### src/rtl/multicycle_controller.sv
// Multi-cycle RV64 sequencer: FETCH/DECODE/EXEC/MEM/WB over one shared, variable-latency memory port.
// Define MC_PERF_CNT_EN to add the cycle_count / instret_count performance counter outputs.
module multicycle_controller #(
    parameter int unsigned TIMEOUT_CYCLES = 16
) (
    input  logic        clk,
    input  logic        reset,
    input  logic [6:0]  opcode,
    input  logic        zero,
    input  logic        mem_ready,
    output logic        mem_req,
    output logic        mem_we,
    output logic        iord,
    output logic        ir_write,
    output logic        pc_write,
    output logic        pc_src,
    output logic        alu_src_a,
    output logic [1:0]  alu_src_b,
    output logic [1:0]  alu_op,
    output logic        reg_write,
    output logic        mem_to_reg,
    output logic        retire,
    output logic        trap,
    output logic [2:0]  state
`ifdef MC_PERF_CNT_EN
    ,
    output logic [63:0] cycle_count,
    output logic [63:0] instret_count
`endif
);

    localparam logic [2:0] S_FETCH  = 3'd0;
    localparam logic [2:0] S_DECODE = 3'd1;
    localparam logic [2:0] S_EXEC   = 3'd2;
    localparam logic [2:0] S_MEM    = 3'd3;
    localparam logic [2:0] S_WB     = 3'd4;
    localparam logic [2:0] S_TRAP   = 3'd7;

    localparam logic [6:0] OP_R  = 7'b0110011;
    localparam logic [6:0] OP_I  = 7'b0010011;
    localparam logic [6:0] OP_LD = 7'b0000011;
    localparam logic [6:0] OP_ST = 7'b0100011;
    localparam logic [6:0] OP_BR = 7'b1100011;

    // The request that would make the counter reach TIMEOUT_CYCLES is the last one allowed.
    localparam logic [7:0] WAIT_LAST = 8'(TIMEOUT_CYCLES - 1);

    logic [2:0] cur_state;
    logic [2:0] next_state;
    logic [7:0] wait_cnt;
    logic       legal;
    logic       timeout;

    always_comb begin
        legal   = (opcode == OP_R) || (opcode == OP_I) || (opcode == OP_LD) ||
                  (opcode == OP_ST) || (opcode == OP_BR);
        timeout = !mem_ready && (wait_cnt == WAIT_LAST);
    end

    always_comb begin
        mem_req    = 1'b0;
        mem_we     = 1'b0;
        iord       = 1'b0;
        ir_write   = 1'b0;
        pc_write   = 1'b0;
        pc_src     = 1'b0;
        alu_src_a  = 1'b0;
        alu_src_b  = 2'b00;
        alu_op     = 2'b00;
        reg_write  = 1'b0;
        mem_to_reg = 1'b0;
        retire     = 1'b0;
        trap       = 1'b0;
        next_state = cur_state;
        if (reset) begin
            case (cur_state)
                S_FETCH: begin
                    mem_req   = 1'b1;
                    alu_src_b = 2'b01;
                    if (mem_ready) begin
                        ir_write   = 1'b1;
                        pc_write   = 1'b1;
                        next_state = S_DECODE;
                    end else if (timeout) begin
                        next_state = S_TRAP;
                    end
                end
                S_DECODE: begin
                    alu_src_b  = 2'b10;
                    next_state = legal ? S_EXEC : S_TRAP;
                end
                S_EXEC: begin
                    alu_src_a = 1'b1;
                    case (opcode)
                        OP_R: begin
                            alu_op     = 2'b10;
                            next_state = S_WB;
                        end
                        OP_I: begin
                            alu_src_b  = 2'b10;
                            alu_op     = 2'b10;
                            next_state = S_WB;
                        end
                        OP_LD, OP_ST: begin
                            alu_src_b  = 2'b10;
                            next_state = S_MEM;
                        end
                        OP_BR: begin
                            alu_op     = 2'b01;
                            pc_write   = zero;
                            pc_src     = zero;
                            retire     = 1'b1;
                            next_state = S_FETCH;
                        end
                        default: next_state = S_TRAP;
                    endcase
                end
                S_MEM: begin
                    mem_req = 1'b1;
                    iord    = 1'b1;
                    mem_we  = (opcode == OP_ST);
                    if (mem_ready) begin
                        if (opcode == OP_ST) begin
                            retire     = 1'b1;
                            next_state = S_FETCH;
                        end else begin
                            next_state = S_WB;
                        end
                    end else if (timeout) begin
                        next_state = S_TRAP;
                    end
                end
                S_WB: begin
                    reg_write  = 1'b1;
                    mem_to_reg = (opcode == OP_LD);
                    retire     = 1'b1;
                    next_state = S_FETCH;
                end
                S_TRAP: trap = 1'b1;
                default: next_state = S_TRAP;
            endcase
        end
    end

    always_comb state = reset ? cur_state : 3'd0;

    always_ff @(posedge clk) begin
        if (!reset) begin
            cur_state <= S_FETCH;
            wait_cnt  <= '0;
        end else begin
            cur_state <= next_state;
            if (mem_ready || (next_state != cur_state))
                wait_cnt <= '0;
            else if ((cur_state == S_FETCH) || (cur_state == S_MEM))
                wait_cnt <= wait_cnt + 8'd1;
        end
    end

`ifdef MC_PERF_CNT_EN
    always_ff @(posedge clk) begin
        if (!reset) begin
            cycle_count   <= '0;
            instret_count <= '0;
        end else begin
            if (cur_state != S_TRAP)
                cycle_count <= cycle_count + 64'd1;
            if (retire)
                instret_count <= instret_count + 64'd1;
        end
    end
`endif

endmodule

### config.mk
export PLATFORM = sky130hd
export DESIGN_NAME = multicycle_controller
export DESIGN_NICKNAME = d
export VERILOG_FILES = /design/src/rtl/multicycle_controller.sv
export SDC_FILE = /design/constraint.sdc
export NUM_CORES = 1
export LEC_CHECK = 0
export CORE_MARGIN = 1
export CORE_UTILIZATION = 42
export CTS_CLUSTER_DIAMETER = 200
export DETAILED_ROUTE_END_ITERATION = 10
export GPL_TIMING_DRIVEN = 0
export PLACE_DENSITY = 0.75
export SYNTH_ARGS = -nofsm -noshare
export SYNTH_HDL_FRONTEND = slang
export SYNTH_SLANG_ARGS = --single-unit
export TNS_END_PERCENT = 100
### constraint.sdc
create_clock -name clk -period 2.1 [get_ports clk]
set_input_delay 0.63 -clock clk [delete_from_list [all_inputs] [get_ports clk]]
set_output_delay 0.63 -clock clk [all_outputs]
set_load 0.02 [all_outputs]
==> results of run 1 <==
[flip-flops by register name (all words and copies together), names as in the netlist]
signal,flops
cur_state,3
wait_cnt,8
[cells by family (layout without fill, tap and decap cells)]
family / after synthesis / after routing / share of synthesized area
and+or+nand+nor: 73 / 73 / 0.411
AOI/OAI and AO/OA: 27 / 27 / 0.213
muxes: 1 / 1 / 0.0110
buffers and inverters: 9 / 46 / 0.0613
xor gates and xnor gates: 8 / 8 / 0.0760
DFF: 11 / 11 / 0.216
adders and majority gates: 1 / 1 / 0.0123
[metal layers]
metal | track usage | wire [um] | vias to the layer above | share of wire
met2 | 0.412 | 1440 | 33 | 0.49
met3 | 0.0625 | 143 | 7 | 0.049
li1 | - | - | 549 | -
met1 | 0.312 | 1330 | 522 | 0.45
met4 | 0.0541 | 21 | 0 | 0.0072
met5 | 0 | 0 | - | 0
[synth_stat cells (all sizes together), types with 3 or more instances]
cell type / number / area [sq um]
nor2: 11 / 48.8
nand2b: 5 / 36.3
nor4: 4 / 25.0
buf: 6 / 51.3
o21ai: 5 / 28.8
inv: 3 / 11.3
a21oi: 7 / 35.0
or2: 3 / 18.8
nor3: 15 / 75.1
xor2: 8 / 77.6
and2: 3 / 18.8
dfxtp: 11 / 220
nand2: 16 / 60.1
[per-stage QoR]
step	TNS (ns)	power [mW]	instances	area [sq um]
2_1_floorplan	-0.487	0.489	130	1080
4_1_cts	-0.767	0.756	195	1440
5_1_grt	-1.23	0.808	195	1450
3_5_place_dp	-19.09	0.602	185	1390
6_report	-0.632	0.764	195	1450
3_3_place_gp	-18.61	0.593	185	1390
[worst paths after layout]
path              cells past startpoint  slack (ns)                startpoint                        to
setup reg to reg                      6        0.33  wait_cnt[0]$_SDFFE_PP0N_  wait_cnt[6]$_SDFFE_PP0N_
hold / removal                        3        0.59  wait_cnt[6]$_SDFFE_PP0N_  wait_cnt[6]$_SDFFE_PP0N_
hold reg to reg                       3        0.59  wait_cnt[6]$_SDFFE_PP0N_  wait_cnt[6]$_SDFFE_PP0N_
setup / recovery                      6       -0.15                 opcode[2]                    retire
[area by class of cell]
type                       instances  area [sq um]
buffer                             6          67.6
fill                             214           810
multi-input combinational        110           817
timing repair buffer              33           265
clock buffer                       4          26.3
sequential                        11           223
inverter                           3          11.3
tap                               28          35.0
[repair_timing]
item,4_1_cts,5_1_grt
resized for setup,94,17
pin swaps,8,5
endpoints found under the setup margin,27,21
setup buffers,6,0
[report_power, final]
group | switching [mW] | internal (mW) | total (mW)
Clock | 0.0753 | 0.0737 | 0.149
Combinational | 0.226 | 0.153 | 0.380
Sequential | 0.0152 | 0.220 | 0.235
[critical path: cells and delay by family]
family	cells	cell delay (ns)
AOI/OAI and AO/OA	1	0.17
and+or+nand+nor	2	0.45
buffers and inverters	3	0.36
==> metrics.cfg, run 1 <==
[sta]
setup_viol_count_final=9
rsz_0062_raised_after_global_routing=true
timing.final.hold_violations=0
final.period_utilization=1.07
fmaxAchievable_mhz=443
slew_viol_final=0
hold-worst-slack_ns=0.592
timing.clock.skew_ns=0.0108
max_slew_margin=0.595
period_needed_ns=2.25
tightest_slew_ns=0.605
postLayoutSetupSlackWorst_ns=-0.155

[placement]
place_congestion=0.866
dp_hpwl_um=2120
dp_worst_setup_slack_ns=-1.21
port_buffers=27

[status]
status=complete, but fails checks
violated_checks=negative setup slack

[die]
dieWidth_um=51.3
initial_core_util=0.453
fp.dieArea_sq_um=2630
core_region_area_sq_um=2250
die-height_um=51.3
placementRows=17
design.portCount=29

[clock_network]
cts_tree=yes
cts_hold_buffers=0
numClockSinks=11
clk_root_buffer_cell=sky130_fd_sc_hd__clkbuf_4
insertion_delay_to_the_later_sink_of_the_worst_skew_pair_ns=0.28
cts_htree_levels=1
cts_buffer_depth=2
cts-buffers-inserted=3
clkSlewWorstSetupHoldPaths_ns=0.06

[hold_path]
holdCritPathClass=flop to flop

[global_routing]
grt_max_degree=11
grt_pass1_vias=1056
grt_first_pass_wirelength_um=4890
grt_use_total=0.245
antenna_found_initial=0
grt.overflow.total=0

[route]
drc=0
wire_per_inst_um=15.0
wirelength_um=2930
drt.antenna.violating_nets=0
route.detailed.vias_per_inst=5.70
firstDrtPassIters=4
dr.first_iter.drc_count=32
via_total_after_detailed_routing=1111

[final_layout]
final_cell_mix=sky130_fd_sc_hd__nand2_1, sky130_fd_sc_hd__nor3_1, sky130_fd_sc_hd__buf_6, sky130_fd_sc_hd__buf_4, sky130_fd_sc_hd__dfxtp_1
syn2layout_area_growth_pct=41.5
final_core_util=0.641
nNetsFinal=180
insertedDiodeCount=0
drive_above_1_share=0.365
commonest_non_fill_non_tap_cell_in_the_layout=sky130_fd_sc_hd__nand2_1

[yosys]
syn_area_per_cell_sq_um=7.85
syn-instance-count=130
yosysWarnings=0
synth-edff-count=0
syn-cell-area_sq_um=1020
synth_seq_cells=11
synth-main-ff-cell=sky130_fd_sc_hd__dfxtp_1
ys_seq_area_frac=0.216
post_synth_num_cell_types=47
asyncSetResetFlopFracSynth=0
synth_nets=142

[worst_setup_path]
cp.required_ns=1.47
crit_path_end_kind=output pin
cp_data_arrival_time_ns=1.62
timing.setup.critical_path_class=input port to output pin
worstPathCellList=buf_6, nand4bb_1, buf_6, nor4b_4, a211o_1, buf_6
setup.worst_path.start_class=input port
cpMaxStageDelayCell=sky130_fd_sc_hd__nor4b_4
critPathMaxStageDelay_ns=0.26
top_cell_by_count_worst_path=sky130_fd_sc_hd__buf_6
worst-path-max-fanout=4

[power_and_ir_drop]
standby_leakage_power_nw=0.623
p_per_area_nw_per_um2=529
vdd_ir_drop_max_mv=0.467

[job]
max-cap-violations=0

Power figures use the tool's default switching activity.
==> inputs of run 2 (changes only) <==
--- a/config.mk
+++ b/config.mk
@@ -5,7 +5,7 @@
 export SDC_FILE = /design/constraint.sdc
 export NUM_CORES = 1
 export LEC_CHECK = 0
-export CORE_MARGIN = 1
+export CORE_MARGIN = 2
 export CORE_UTILIZATION = 42
 export CTS_CLUSTER_DIAMETER = 200
 export DETAILED_ROUTE_END_ITERATION = 10
==> run 2 against run 1 <==
Against the previous run: the flow still finishes with violations (negative setup slack); die area grew 7.9%; combinational power decreased by 1%; fmax fell by 1.2%; clock power about the same; sequential share of layout area did not move; hold slack lost 0.014 ns; final area unchanged; critical path depth is the same; first-iteration DRC count rose by 13%; largest power group unchanged; highest routed layer is now met3.
==> metrics.cfg, run 2 (same netlist as run 1, synthesis figures left out) <==
[worst_setup_path]
timing.setup.critical_path_class=input port to output pin
critPathMaxStageDelay_ns=0.27  ; about the same
cpMaxStageDelayCell=sky130_fd_sc_hd__nor4b_4
worstPathCellList=buf_6, nand4bb_1, buf_6, nor4b_4, a211o_1, buf_6
timing.reg2reg.worst_path_depth=6  ; unchanged
setup.worst_path.start_class=input port
worst-path-max-fanout=5  ; +1
timing.critical_path.buf_inv=3  ; unchanged
crit_path_end=retire
regToRegStartpoint=cur_state[1]$_SDFF_PN0_
cp_data_arrival_time_ns=1.65  ; +0.03 ns
top_cell_by_count_worst_path=sky130_fd_sc_hd__buf_6
reg2reg_slack_ns=0.35  ; +0.02 ns
crit_path_end_kind=output pin
cp.required_ns=1.47  ; about the same
reg2reg_to=wait_cnt[3]$_SDFFE_PP0N_
critPathTopFamily=simple AND/OR/NAND/NOR gates
path_depth=6  ; unchanged
worstSetupStartpoint=opcode[2]

[final_layout]
max_flop_register=wait_cnt
fin_cells=196  ; +0.51%
drive_above_1_share=0.369  ; +0.00378
nFillCells=227  ; +6.1%
insertedDiodeCount=0  ; unchanged
nNetsFinal=181  ; +0.56%
largestRegisters=wait_cnt: 8 flops, cur_state: 3 flops
commonest_non_fill_non_tap_cell_in_the_layout=sky130_fd_sc_hd__nand2_1
final_cell_mix=sky130_fd_sc_hd__nand2_1, sky130_fd_sc_hd__buf_4, sky130_fd_sc_hd__nor3_1, sky130_fd_sc_hd__buf_6, sky130_fd_sc_hd__dfxtp_1
syn2layout_area_growth_pct=41.5  ; unchanged
max_reg_flops=8  ; unchanged

[sta]
timing.clock.skew_ns=0.00303  ; -0.00778 ns
setup_viol_count_final=7  ; -2
period_needed_ns=2.28  ; +0.0273 ns
postLayoutSetupSlackWorst_ns=-0.182  ; -0.0273 ns
slew_viol_final=0  ; unchanged
max_slew_margin=0.633  ; +0.0382
totalNegativeSetupSlack_ns=-0.701  ; -0.0686 ns
tightest_slew_ns=0.548  ; -0.0572 ns
rsz_0062_raised_after_global_routing=true
fmaxAchievable_mhz=438  ; -1.2%
timing.final.hold_violations=0  ; unchanged
final.period_utilization=1.09  ; +0.0130

[die]
core_region_area_sq_um=2250  ; unchanged
initial_core_util=0.453  ; unchanged
dieWidth_um=53.3  ; +3.9%
die-height_um=53.3  ; +3.9%
design.portCount=29  ; unchanged
placementRows=17  ; unchanged
fp.dieArea_sq_um=2840  ; +7.9%

[clock_network]
cts_hold_buffers=0  ; unchanged
cts_htree_levels=1  ; unchanged
insertion_delay_to_the_later_sink_of_the_worst_skew_pair_ns=0.27  ; about the same
clk_root_buffer_cell=sky130_fd_sc_hd__clkbuf_4
cts_tree=yes
numClockSinks=11  ; unchanged
cts_buffer_depth=2  ; unchanged
clkSlewWorstSetupHoldPaths_ns=0.07  ; about the same
cts-buffers-inserted=3  ; unchanged

[global_routing]
grt_first_pass_wirelength_um=4630  ; -5.2%
grt.overflow.total=0  ; unchanged
grt_pass1_vias=1037  ; -1.8%
grt_use_total=0.221  ; -0.0236
antenna_found_initial=0  ; unchanged
grt_max_degree=11  ; unchanged

[hold_path]
holdCritPathClass=flop to flop

[placement]
dp.cells=185  ; unchanged
dp_hpwl_um=2120  ; -0.16%
place_congestion=0.855  ; -1.3%
port_buffers=27  ; unchanged

[power_and_ir_drop]
standby_leakage_power_nw=0.628  ; +0.93%
p_per_area_nw_per_um2=525  ; -0.62%
vdd_ir_drop_max_mv=0.492  ; +5.4%

[route]
via_total_after_detailed_routing=1108  ; -0.27%
route.detailed.vias_per_inst=5.65  ; -0.78%
firstDrtPassIters=4  ; unchanged
drt.antenna.violating_nets=0  ; unchanged
wirelength_um=2820  ; -3.8%
dr.first_iter.drc_count=36  ; +13%
wire_per_inst_um=14.4  ; -4.2%
drc=0  ; unchanged

[status]
violated_checks=negative setup slack
status=complete, but fails checks

[job]
max-cap-violations=0  ; unchanged

run 2: layout make-up:
cell class | count | area (sq um) | area share
inverter | 3 | 11.3 | 0.00779
multi-input combinational | 110 | 810 | 0.560
buffer | 6 | 67.6 | 0.0468
clock buffer | 4 | 26.3 | 0.0182
timing repair buffer | 34 | 273 | 0.189
tap | 28 | 35.0 | 0.0242
sequential | 11 | 223 | 0.154
run 2: worst min-delay path, cell delays in order (launching register included):
cell and delay [ns]:
sky130_fd_sc_hd__dfxtp_1 0.36, sky130_fd_sc_hd__xor2_1 0.08, sky130_fd_sc_hd__nand2_1 0.06, sky130_fd_sc_hd__nor3_1 0.04
run 2: where the power goes:
part / internal [mW] / switching, mW
clock network: 0.0736 / 0.0749
logic: 0.155 / 0.221
registers: 0.220 / 0.0150
run 2: worst min-delay path by stage:
stage / from / endpoint / slack [ns] / depth (start not counted)
floorplan: wait_cnt[5]$_SDFFE_PP0N_ / wait_cnt[5]$_SDFFE_PP0N_ / 0.53 / 3
global placement: wait_cnt[6]$_SDFFE_PP0N_ / wait_cnt[6]$_SDFFE_PP0N_ / 0.56 / 3
detailed placement: wait_cnt[6]$_SDFFE_PP0N_ / wait_cnt[6]$_SDFFE_PP0N_ / 0.55 / 3
CTS: wait_cnt[6]$_SDFFE_PP0N_ / wait_cnt[6]$_SDFFE_PP0N_ / 0.57 / 3
global route: wait_cnt[6]$_SDFFE_PP0N_ / wait_cnt[6]$_SDFFE_PP0N_ / 0.61 / 3
finish: wait_cnt[6]$_SDFFE_PP0N_ / wait_cnt[6]$_SDFFE_PP0N_ / 0.58 / 3
run 2: per-stage QoR:
step	hold WS, ns	worst slack [ns]	area [sq um]	power (mW)	util
after floorplan	0.531	-0.225	1080	0.489	-
after global routing	0.614	-0.239	1450	0.810	0.641
after detailed placement	0.552	-1.21	1390	0.599	0.614
after CTS	0.570	-0.240	1420	0.743	0.632
after global placement	0.559	-1.22	1390	0.593	0.614
final	0.578	-0.182	1450	0.759	0.641
run 2: repair_timing:
| item | CTS | global route |
|---|---|---|
| pin swaps | 4 | 9 |
| hold endpoints to repair | 0 | 0 |
| buffers inserted | 5 | 2 |
| gates resized for setup | 85 | 24 |
| setup endpoints to repair | 27 | 20 |
run 2: per-layer routing:
layer / track usage / share of wire
met5: 0 / 0
met1: 0.284 / 0.46
met2: 0.374 / 0.48
met3: 0.0593 / 0.060
met4: 0.0299 / 0
